### config.mk
export PLATFORM = sky130hd
export DESIGN_NAME = sample_sequencer
export DESIGN_NICKNAME = d
export VERILOG_FILES = /design/src/rtl/sample_sequencer.sv
export SDC_FILE = /design/constraint.sdc
export NUM_CORES = 1
export LEC_CHECK = 0
export CAP_MARGIN = 10
export CORE_MARGIN = 2
export CORE_UTILIZATION = 35
export CTS_CLUSTER_SIZE = 12
export DETAILED_ROUTE_END_ITERATION = 10
export GPL_ROUTABILITY_DRIVEN = 0
export SLEW_MARGIN = 20
export SYNTH_ARGS = -nofsm -noshare
export SYNTH_HDL_FRONTEND = slang
export SYNTH_SLANG_ARGS = --single-unit
### constraint.sdc
create_clock -name sysclk -period 2 [get_ports sysclk]
set_input_delay 0.5 -clock sysclk [delete_from_list [all_inputs] [get_ports sysclk]]
set_output_delay 0.5 -clock sysclk [all_outputs]
set_load 0.005 [all_outputs]
### src/rtl/sample_sequencer.sv
`default_nettype none
// +--------------------------------------------------------------------------+
// | sample_sequencer: per-period ADC -> processor -> DAC sample sequencer     |
// | Revision: 1.0                                                            |
// +--------------------------------------------------------------------------+
module sample_sequencer #(
  parameter int DW         = 10,
  parameter int PW         = 16,
  parameter int TIMEOUT    = 1023,
  parameter int MIN_PERIOD = 63
) (
  input  logic          sysclk,
  input  logic          reset,
  input  logic          enable,
  input  logic [PW-1:0] period,
  output logic          adc_start,
  input  logic          adc_valid,
  input  logic [DW-1:0] adc_data,
  output logic [DW-1:0] proc_din,
  output logic          proc_din_valid,
  input  logic          proc_dout_valid,
  input  logic [DW-1:0] proc_dout,
  output logic [DW-1:0] dac_data,
  output logic          dac_load,
  output logic          busy,
  output logic [7:0]    overrun_cnt,
  output logic          timeout_flag
);

  localparam int WW = $clog2(TIMEOUT + 1);
  localparam logic [WW-1:0] WD_LAST = WW'(TIMEOUT - 1);
  localparam logic [PW-1:0] P_MIN   = PW'(MIN_PERIOD);

  typedef enum logic [1:0] {
    IDLE      = 2'd0,
    ADC_WAIT  = 2'd1,
    PROC_WAIT = 2'd2,
    DAC_LOAD  = 2'd3
  } state_t;

  state_t        state_q, state_d;
  logic [PW-1:0] cnt_q, cnt_d;
  logic [PW-1:0] per_q, per_d;
  logic [PW-1:0] per_eff;
  logic          tick;
  logic [WW-1:0] wdog_q, wdog_d;
  logic [DW-1:0] proc_din_q, proc_din_d;
  logic [DW-1:0] dac_data_q, dac_data_d;
  logic          adc_start_q, adc_start_d;
  logic          proc_din_valid_q, proc_din_valid_d;
  logic          dac_load_q, dac_load_d;
  logic [7:0]    ovr_q, ovr_d;
  logic          timeout_q, timeout_d;

  // Free-running tick counter; the period is latched only at wrap.
  always_comb begin
    per_eff = (period < P_MIN) ? P_MIN : period;
    tick    = (cnt_q == per_q);
    cnt_d   = tick ? '0 : cnt_q + PW'(1);
    per_d   = tick ? per_eff : per_q;
  end

  always_comb begin
    state_d          = state_q;
    wdog_d           = wdog_q;
    proc_din_d       = proc_din_q;
    dac_data_d       = dac_data_q;
    adc_start_d      = 1'b0;
    proc_din_valid_d = 1'b0;
    dac_load_d       = 1'b0;
    timeout_d        = timeout_q;
    ovr_d            = ovr_q;

    if (tick && enable && (state_q != IDLE) && (ovr_q != 8'hFF))
      ovr_d = ovr_q + 8'd1;

    case (state_q)
      IDLE: begin
        if (tick && enable) begin
          adc_start_d = 1'b1;
          wdog_d      = '0;
          state_d     = ADC_WAIT;
        end
      end
      ADC_WAIT: begin
        if (adc_valid) begin
          proc_din_d       = adc_data;
          proc_din_valid_d = 1'b1;
          wdog_d           = '0;
          state_d          = PROC_WAIT;
        end else if (wdog_q == WD_LAST) begin
          timeout_d = 1'b1;
          state_d   = IDLE;
        end else begin
          wdog_d = wdog_q + WW'(1);
        end
      end
      PROC_WAIT: begin
        if (proc_dout_valid) begin
          dac_data_d = proc_dout;
          state_d    = DAC_LOAD;
        end else if (wdog_q == WD_LAST) begin
          timeout_d = 1'b1;
          state_d   = IDLE;
        end else begin
          wdog_d = wdog_q + WW'(1);
        end
      end
      DAC_LOAD: begin
        // dac_data settled last cycle; the load strobe follows one cycle later.
        dac_load_d = 1'b1;
        state_d    = IDLE;
      end
      default: state_d = IDLE;
    endcase
  end

  always_ff @(posedge sysclk) begin
    if (reset) begin
      state_q          <= IDLE;
      cnt_q            <= '0;
      per_q            <= per_eff;
      wdog_q           <= '0;
      proc_din_q       <= '0;
      dac_data_q       <= '0;
      adc_start_q      <= 1'b0;
      proc_din_valid_q <= 1'b0;
      dac_load_q       <= 1'b0;
      ovr_q            <= 8'd0;
      timeout_q        <= 1'b0;
    end else begin
      state_q          <= state_d;
      cnt_q            <= cnt_d;
      per_q            <= per_d;
      wdog_q           <= wdog_d;
      proc_din_q       <= proc_din_d;
      dac_data_q       <= dac_data_d;
      adc_start_q      <= adc_start_d;
      proc_din_valid_q <= proc_din_valid_d;
      dac_load_q       <= dac_load_d;
      ovr_q            <= ovr_d;
      timeout_q        <= timeout_d;
    end
  end

  assign adc_start      = adc_start_q;
  assign proc_din       = proc_din_q;
  assign proc_din_valid = proc_din_valid_q;
  assign dac_data       = dac_data_q;
  assign dac_load       = dac_load_q;
  assign busy           = (state_q != IDLE);
  assign overrun_cnt    = ovr_q;
  assign timeout_flag   = timeout_q;

endmodule
`default_nettype wire

==> flow_metrics.py, run 1 <==
metrics = {
    "yosys": {
        "synth-adder-area-share_pct": 2.870,
        "yosysSeqAreaShare_pct": 48.22,
        "synth_edf_count": 16,
        "synthDistinctLibCells": 47,
        "yosysWarnings": 0,
        "synth_compound_area_share_pct": 11.95,
        "synth_mux_area_share_pct": 0.7176,
        "ys_seq_elements": 76,
        "synth-main-ff-cell": "dfxtp_1",
        "synthSimpleGateAreaFrac_pct": 23.57,
        "synth-xor-area-share_pct": 8.791,
        "synth_top_family_by_area": "simple AND/OR/NAND/NOR gates",
        "synthesis.instances": 383,
        "async_reset_ff_share_pct": 0,
        "syn_area_sq_um": 3487,
        "syn_nets": 432,
        "syn_area_per_cell_sq_um": 9.105,
    },
    "setup_path": {
        "crit_buf_inv": 1,
        "cp-end-kind": "flip-flop",
        "path_cells": "xnor2_2 -> nand4_2 -> or3_4 -> buf_4 -> nor4_2 -> xnor2_1 -> nor2_1",
        "cpPeakStageDelay_ps": 440,
        "cp_slowest_cell": "or3_4",
        "required_ps": 2220,
        "critPathLaunchType": "flip-flop",
        "path_class": "reg -> reg",
        "cp_top_family": "simple AND/OR/NAND/NOR gates",
        "worstPathArrival_ps": 2180,
        "cp_max_fo": 4,
    },
    "sta": {
        "skew_ps": 8.952,
        "rsz0062_at_grt": "true",
        "maxSlewViolCount": 0,
        "setup_tns_ps": 0,
        "hold_viol_final": 0,
        "finalSetupViolations": 0,
        "finalCritPeriodShare_pct": 98.16,
        "max_slew_margin_pct": 71.02,
        "fmax_mhz": 509.4,
        "worstMarginPinSlew_ps": 434.7,
        "fin_crit_ps": 1963,
    },
    "drt": {
        "wl_per_cell_um": 12.63,
        "viasPerCell": 4.718,
        "drt_iter0_drc": 90,
        "wl_mm": 7.920,
        "ant_nets": 0,
        "vias": 2958,
        "drtPass1Iterations": 4,
        "drcViolationCount": 0,
    },
    "clock_network": {
        "clk_latency_ps": 340,
        "cts.hold.buffers_added": 0,
        "cts_tree": "done",
        "path_clk_slew_ps": 80,
        "cts_root_buf": "clkbuf_8",
        "htreeDepth": 3,
        "numCtsBuffers": 9,
        "cts.path.max_buffers": 2,
        "cts.sinks": 76,
    },
    "power_and_ir_drop": {
        "power_mw": 3.204,
        "vdd_ir_drop_max_mv": 0.3604,
        "power_density_nw_per_um2": 642.8,
        "p_leak_nw": 1.884,
    },
    "placed_design": {
        "portBuffers": 73,
        "dpl.hpwl_mm": 5.843,
    },
    "floorplan": {
        "start_util_pct": 35.84,
        "ios": 74,
        "coreArea_sq_um": 9729,
        "die_h_um": 103.8,
        "std_cell_rows": 36,
        "die_area_sq_um": 10780,
        "fp.dieW_um": 103.8,
    },
    "finish": {
        "area_growth_pct": 42.91,
        "num-fill-cells": 929,
        "drive_gt1_share_pct": 18.22,
        "diodes": 0,
        "final_nets": 538,
    },
    "global_routing": {
        "grt_pass1_wl_mm": 12.85,
        "grt_usage_pct": 14.67,
        "grt_max_degree": 36,
        "grt_pass1_vias": 2758,
        "grt_antenna_before_repair": 0,
        "globalRouteOverflowTotal": 0,
    },
    "worst_hold_path": {
        "min_path_type": "reg -> reg",
    },
    "status": {
        "status": "finished clean",
    },
    "run": {
        "cap_violations": 0,
    },
}
cells in the final DEF, fill, tap and decap left out, types with 14 or more instances in the layout:
| cell type | count |
|---|---|
| a21oi_1 | 28 |
| and3_1 | 14 |
| buf_4 | 44 |
| clkdlybuf4s50_1 | 72 |
| dfxtp_1 | 58 |
| edfxtp_1 | 16 |
| nand2_1 | 53 |
| nand3_1 | 16 |
| nor2_1 | 35 |
| xnor2_1 | 26 |
metal layers:
layer,track usage (%),up-vias,part of all wire (%)
met5,0,-,0
li1,-,1535,-
met3,3.965,8,4.5
met1,18.18,1353,44
met2,25.00,62,50
met4,4.247,0,1.2
where the power goes:
group	switching [mW]	total, mW	internal (mW)
sequential	0.0217	1.62	1.60
combinational	0.150	0.336	0.186
clock	0.544	1.24	0.699
through the flow:
stage	util (%)	hold slack [ps]	setup slack, ps	instance area, sq um	instances
finish	51.22	454.8	36.84	4984	627
global route	51.22	473.7	-76.69	4984	627
CTS	50.06	456.6	-35.29	4871	624
detailed placement	47.58	445.3	-292.0	4629	608
global placement	47.58	442.1	-293.2	4629	608
floorplan	-	447.7	53.01	3493	383
sequential cells by signal, indices dropped and copies added, names as in the netlist:
signal / count
cnt_q: 16
per_q: 16
dac_data: 10
proc_din: 10
wdog_q: 10
overrun_cnt: 8
state_q: 2
adc_start: 1
dac_load: 1
proc_din_valid: 1
timeout_flag: 1
what timing repair did:
item	in CTS	in global routing
hold endpoints to repair	0	0
pin swaps	1	7
setup endpoints to repair	32	8
resized for setup	10	15
setup buffers	0	3
final cells by class:
class	instances	area, sq um	area share (%)
timing repair buffer	120	1102	22.12
clock buffer	11	131.4	2.636
inverter	10	37.54	0.7532
multi-input combinational	272	1784	35.80
tap	133	166.4	3.339
clock inverter	5	77.57	1.557
sequential	76	1684	33.79
worst register-to-register path, delay by kind of cell (launching register included):
kind	cells	cell delay, ps
xor gates and xnor gates	2	380
buffers and inverters	1	170
DFF	1	410
and+or+nand+nor	4	890
Yosys cell counts, types with 3 or more instances:
library cell	n	share of area [%]
o31ai_1	5	1.1
a21o_1	4	0.86
dfxtp_1	60	34
clkbuf_1	22	2.4
ha_1	8	2.9
inv_1	10	1.1
buf_2	3	0.43
nand2b_1	9	1.6
and3_1	14	2.5
nor2_1	35	3.8
xnor2_1	29	7.3
o21ai_0	8	1.1
edfxtp_1	16	14
or2_2	3	0.54
nand4_1	7	1.3
nor3_1	7	1.0
xor2_1	6	1.5
nor4_1	6	1.1
nand3_1	16	2.3
nand2_1	53	5.7
a21oi_1	28	4.0
worst paths after layout:
kind         slack (ps)         from              to  cells past startpoint
max reg2reg          40     per_q[2]  overrun_cnt[4]                      7
min                 450  proc_din[4]     proc_din[4]                      2
max                  40     per_q[2]  overrun_cnt[4]                      7
min reg2reg         450  proc_din[4]     proc_din[4]                      2
kinds of logic after synthesis:
logic type	count (synthesis)
flip-flops	76
adder cells (fa/ha/maj)	8
XOR/XNOR	35
buffers and inverters	35
AND/OR/NAND/NOR	165
AO/OA/AOI/OAI	62
multiplexers	2
Note: power is estimated with default switching activity, not from simulation.
==> run 2, diff against run 1 <==
--- a/config.mk
+++ b/config.mk
@@ -10,7 +10,6 @@
 export CORE_UTILIZATION = 35
 export CTS_CLUSTER_SIZE = 12
 export DETAILED_ROUTE_END_ITERATION = 10
-export GPL_ROUTABILITY_DRIVEN = 0
 export SLEW_MARGIN = 20
 export SYNTH_ARGS = -nofsm -noshare
 export SYNTH_HDL_FRONTEND = slang
==> constraint.sdc (replaced) <==
create_clock -name sysclk -period 2.4 [get_ports sysclk]
set_input_delay 0.6 -clock sysclk [delete_from_list [all_inputs] [get_ports sysclk]]
set_output_delay 0.6 -clock sysclk [all_outputs]
set_load 0.005 [all_outputs]
==> flow_metrics.py, run 2 (same netlist as run 1, synthesis figures left out) <==
metrics = {
    "status": {
        "status": "finished clean",
    },
    "global_routing": {
        "globalRouteOverflowTotal": 0,
        "grt_max_degree": 24,
        "grt_antenna_before_repair": 0,
        "grt_pass1_vias": 2644,
        "grt_usage_pct": 14.38,
        "grt_pass1_wl_mm": 12.63,
    },
    "sta": {
        "hold_viol_final": 0,
        "fmax_mhz": 437.2,
        "maxSlewViolCount": 0,
        "finalCritPeriodShare_pct": 95.30,
        "rsz0062_at_grt": "false",
        "setup_tns_ps": 0,
        "max_slew_margin_pct": 50.33,
        "finalSetupViolations": 0,
        "worstMarginPinSlew_ps": 745.0,
        "setup_ws_ps": 112.8,
        "skew_ps": 6.245,
        "fin_crit_ps": 2287,
    },
    "power_and_ir_drop": {
        "p_leak_nw": 1.652,
        "power_switching_mw": 0.6036,
        "internal_power_mw": 2.002,
        "power_frac_clock_pct": 39.1,
        "power_density_nw_per_um2": 565.5,
        "switching_share_pct": 23.16,
        "comb_power_share_pct": 9.1,
        "vdd_ir_drop_max_mv": 0.3408,
        "seqPwrFrac_pct": 51.8,
    },
    "clock_network": {
        "path_clk_slew_ps": 80,
        "cts_tree": "done",
        "cts.sinks": 76,
        "cts_setup_buffers": 0,
        "clk_latency_ps": 340,
        "cts_root_buf": "clkbuf_8",
        "htreeDepth": 3,
        "cts.path.max_buffers": 2,
        "numCtsBuffers": 9,
    },
    "placed_design": {
        "portBuffers": 73,
        "dpl.hpwl_mm": 5.576,
        "dp.cells": 579,
        "place.gp.congestion": 0.8086,
        "post-place-ws_ps": 14.06,
    },
    "setup_path": {
        "path_class": "reg -> out",
        "reg2reg_slack_ps": 250,
        "cp_max_fo": 5,
        "endpoint": "busy",
        "worstPathArrival_ps": 1690,
        "ff2ff_path_depth": 6,
        "rr_endpoint": "overrun_cnt[5]",
        "required_ps": 1800,
        "cp-end-kind": "primary output",
        "r2r-start": "cnt_q[2]",
        "critPathLaunchType": "flip-flop",
        "critPathLaunch": "state_q[1]",
    },
    "drt": {
        "drt_iter0_drc": 55,
        "wl_per_cell_um": 12.69,
        "ant_nets": 0,
        "viasPerCell": 4.708,
        "drcViolationCount": 0,
        "drtPass1Iterations": 5,
        "vias": 2801,
        "wl_mm": 7.553,
    },
    "floorplan": {
        "die_h_um": 103.8,
        "start_util_pct": 35.84,
        "std_cell_rows": 36,
        "ios": 74,
        "die_area_sq_um": 10780,
        "fp.dieW_um": 103.8,
        "coreArea_sq_um": 9729,
    },
    "finish": {
        "final_cells": 595,
        "diodes": 0,
        "final_nets": 506,
        "multi_input_area_sq_um": 1670,
        "drive_gt1_share_pct": 9.740,
        "area_growth_pct": 32.15,
        "final_cell_mix": "clkdlybuf4s50_1 (73), dfxtp_1 (60), nand2_1 (53)",
        "num-fill-cells": 976,
        "final_common_cell": "clkdlybuf4s50_1",
        "register_area_sq_um": 1682,
        "reg_top3": "cnt_q: 16 flops, per_q: 16 flops",
    },
    "run": {
        "cap_violations": 0,
    },
    "worst_hold_path": {
        "min_path_type": "reg -> reg",
    },
}
==> run 2: power groups by stage <==
stage	Combinational (mW)	Clock, mW	Sequential, mW
after global placement	0.234	0	1.38
after floorplan	0.115	0	1.38
after global routing	0.260	1.10	1.36
after CTS	0.239	1.05	1.35
after detailed placement	0.238	0	1.38
final	0.237	1.02	1.35
==> run 2: worst min path at each step <==
stage	start	endpoint	slack [ps]	depth (start not counted)
global route	dac_data[8]	dac_data[8]	480	2
CTS	proc_din[1]	proc_din[1]	460	2
floorplan	wdog_q[8]	wdog_q[8]	450	1
finish	proc_din[1]	proc_din[1]	460	2
global placement	proc_din[2]	proc_din[2]	440	2
detailed placement	proc_din[1]	proc_din[1]	450	2
==> run 2: metal layers <==
layer / track usage, % / wire (um)
met1: 18.38 / 3555
met3: 2.958 / 279
met4: 6.467 / 76
met2: 23.40 / 3642
met5: 0 / 0
==> run 2: cell type report <==
| cell class | instances | share of cell area [%] |
|---|---|---|
| clock inverters | 6 | 1.303 |
| well taps | 133 | 3.611 |
| multi-input cells | 272 | 36.25 |
| inverters | 10 | 0.8146 |
| clock buffers | 10 | 3.231 |
| repair buffers | 88 | 18.30 |
| flip-flops and latches | 76 | 36.49 |
==> run 2: timing repair <==
action                     in CTS  in global routing
setup endpoints to repair       0                  1
resized for setup               0                  1
hold buffers                    0                  0
hold endpoints to repair        0                  0
==> run 2: worst max-delay path, stage by stage, from the launching register on <==
cell	delay, ps
dfxtp_1	390
inv_1	100
ha_1	220
inv_2	110
clkdlybuf4s50_1	510
==> run 2: per-stage QoR <==
stage	util, %	cell area [sq um]	hold WS (ps)	total power [mW]
detailed placement	45.22	4399	447.0	1.620
CTS	47.36	4608	458.6	2.643
global placement	45.22	4399	441.1	1.615
floorplan	-	3487	447.7	1.494
finish	47.36	4608	456.5	2.606
global route	47.36	4608	475.7	2.718
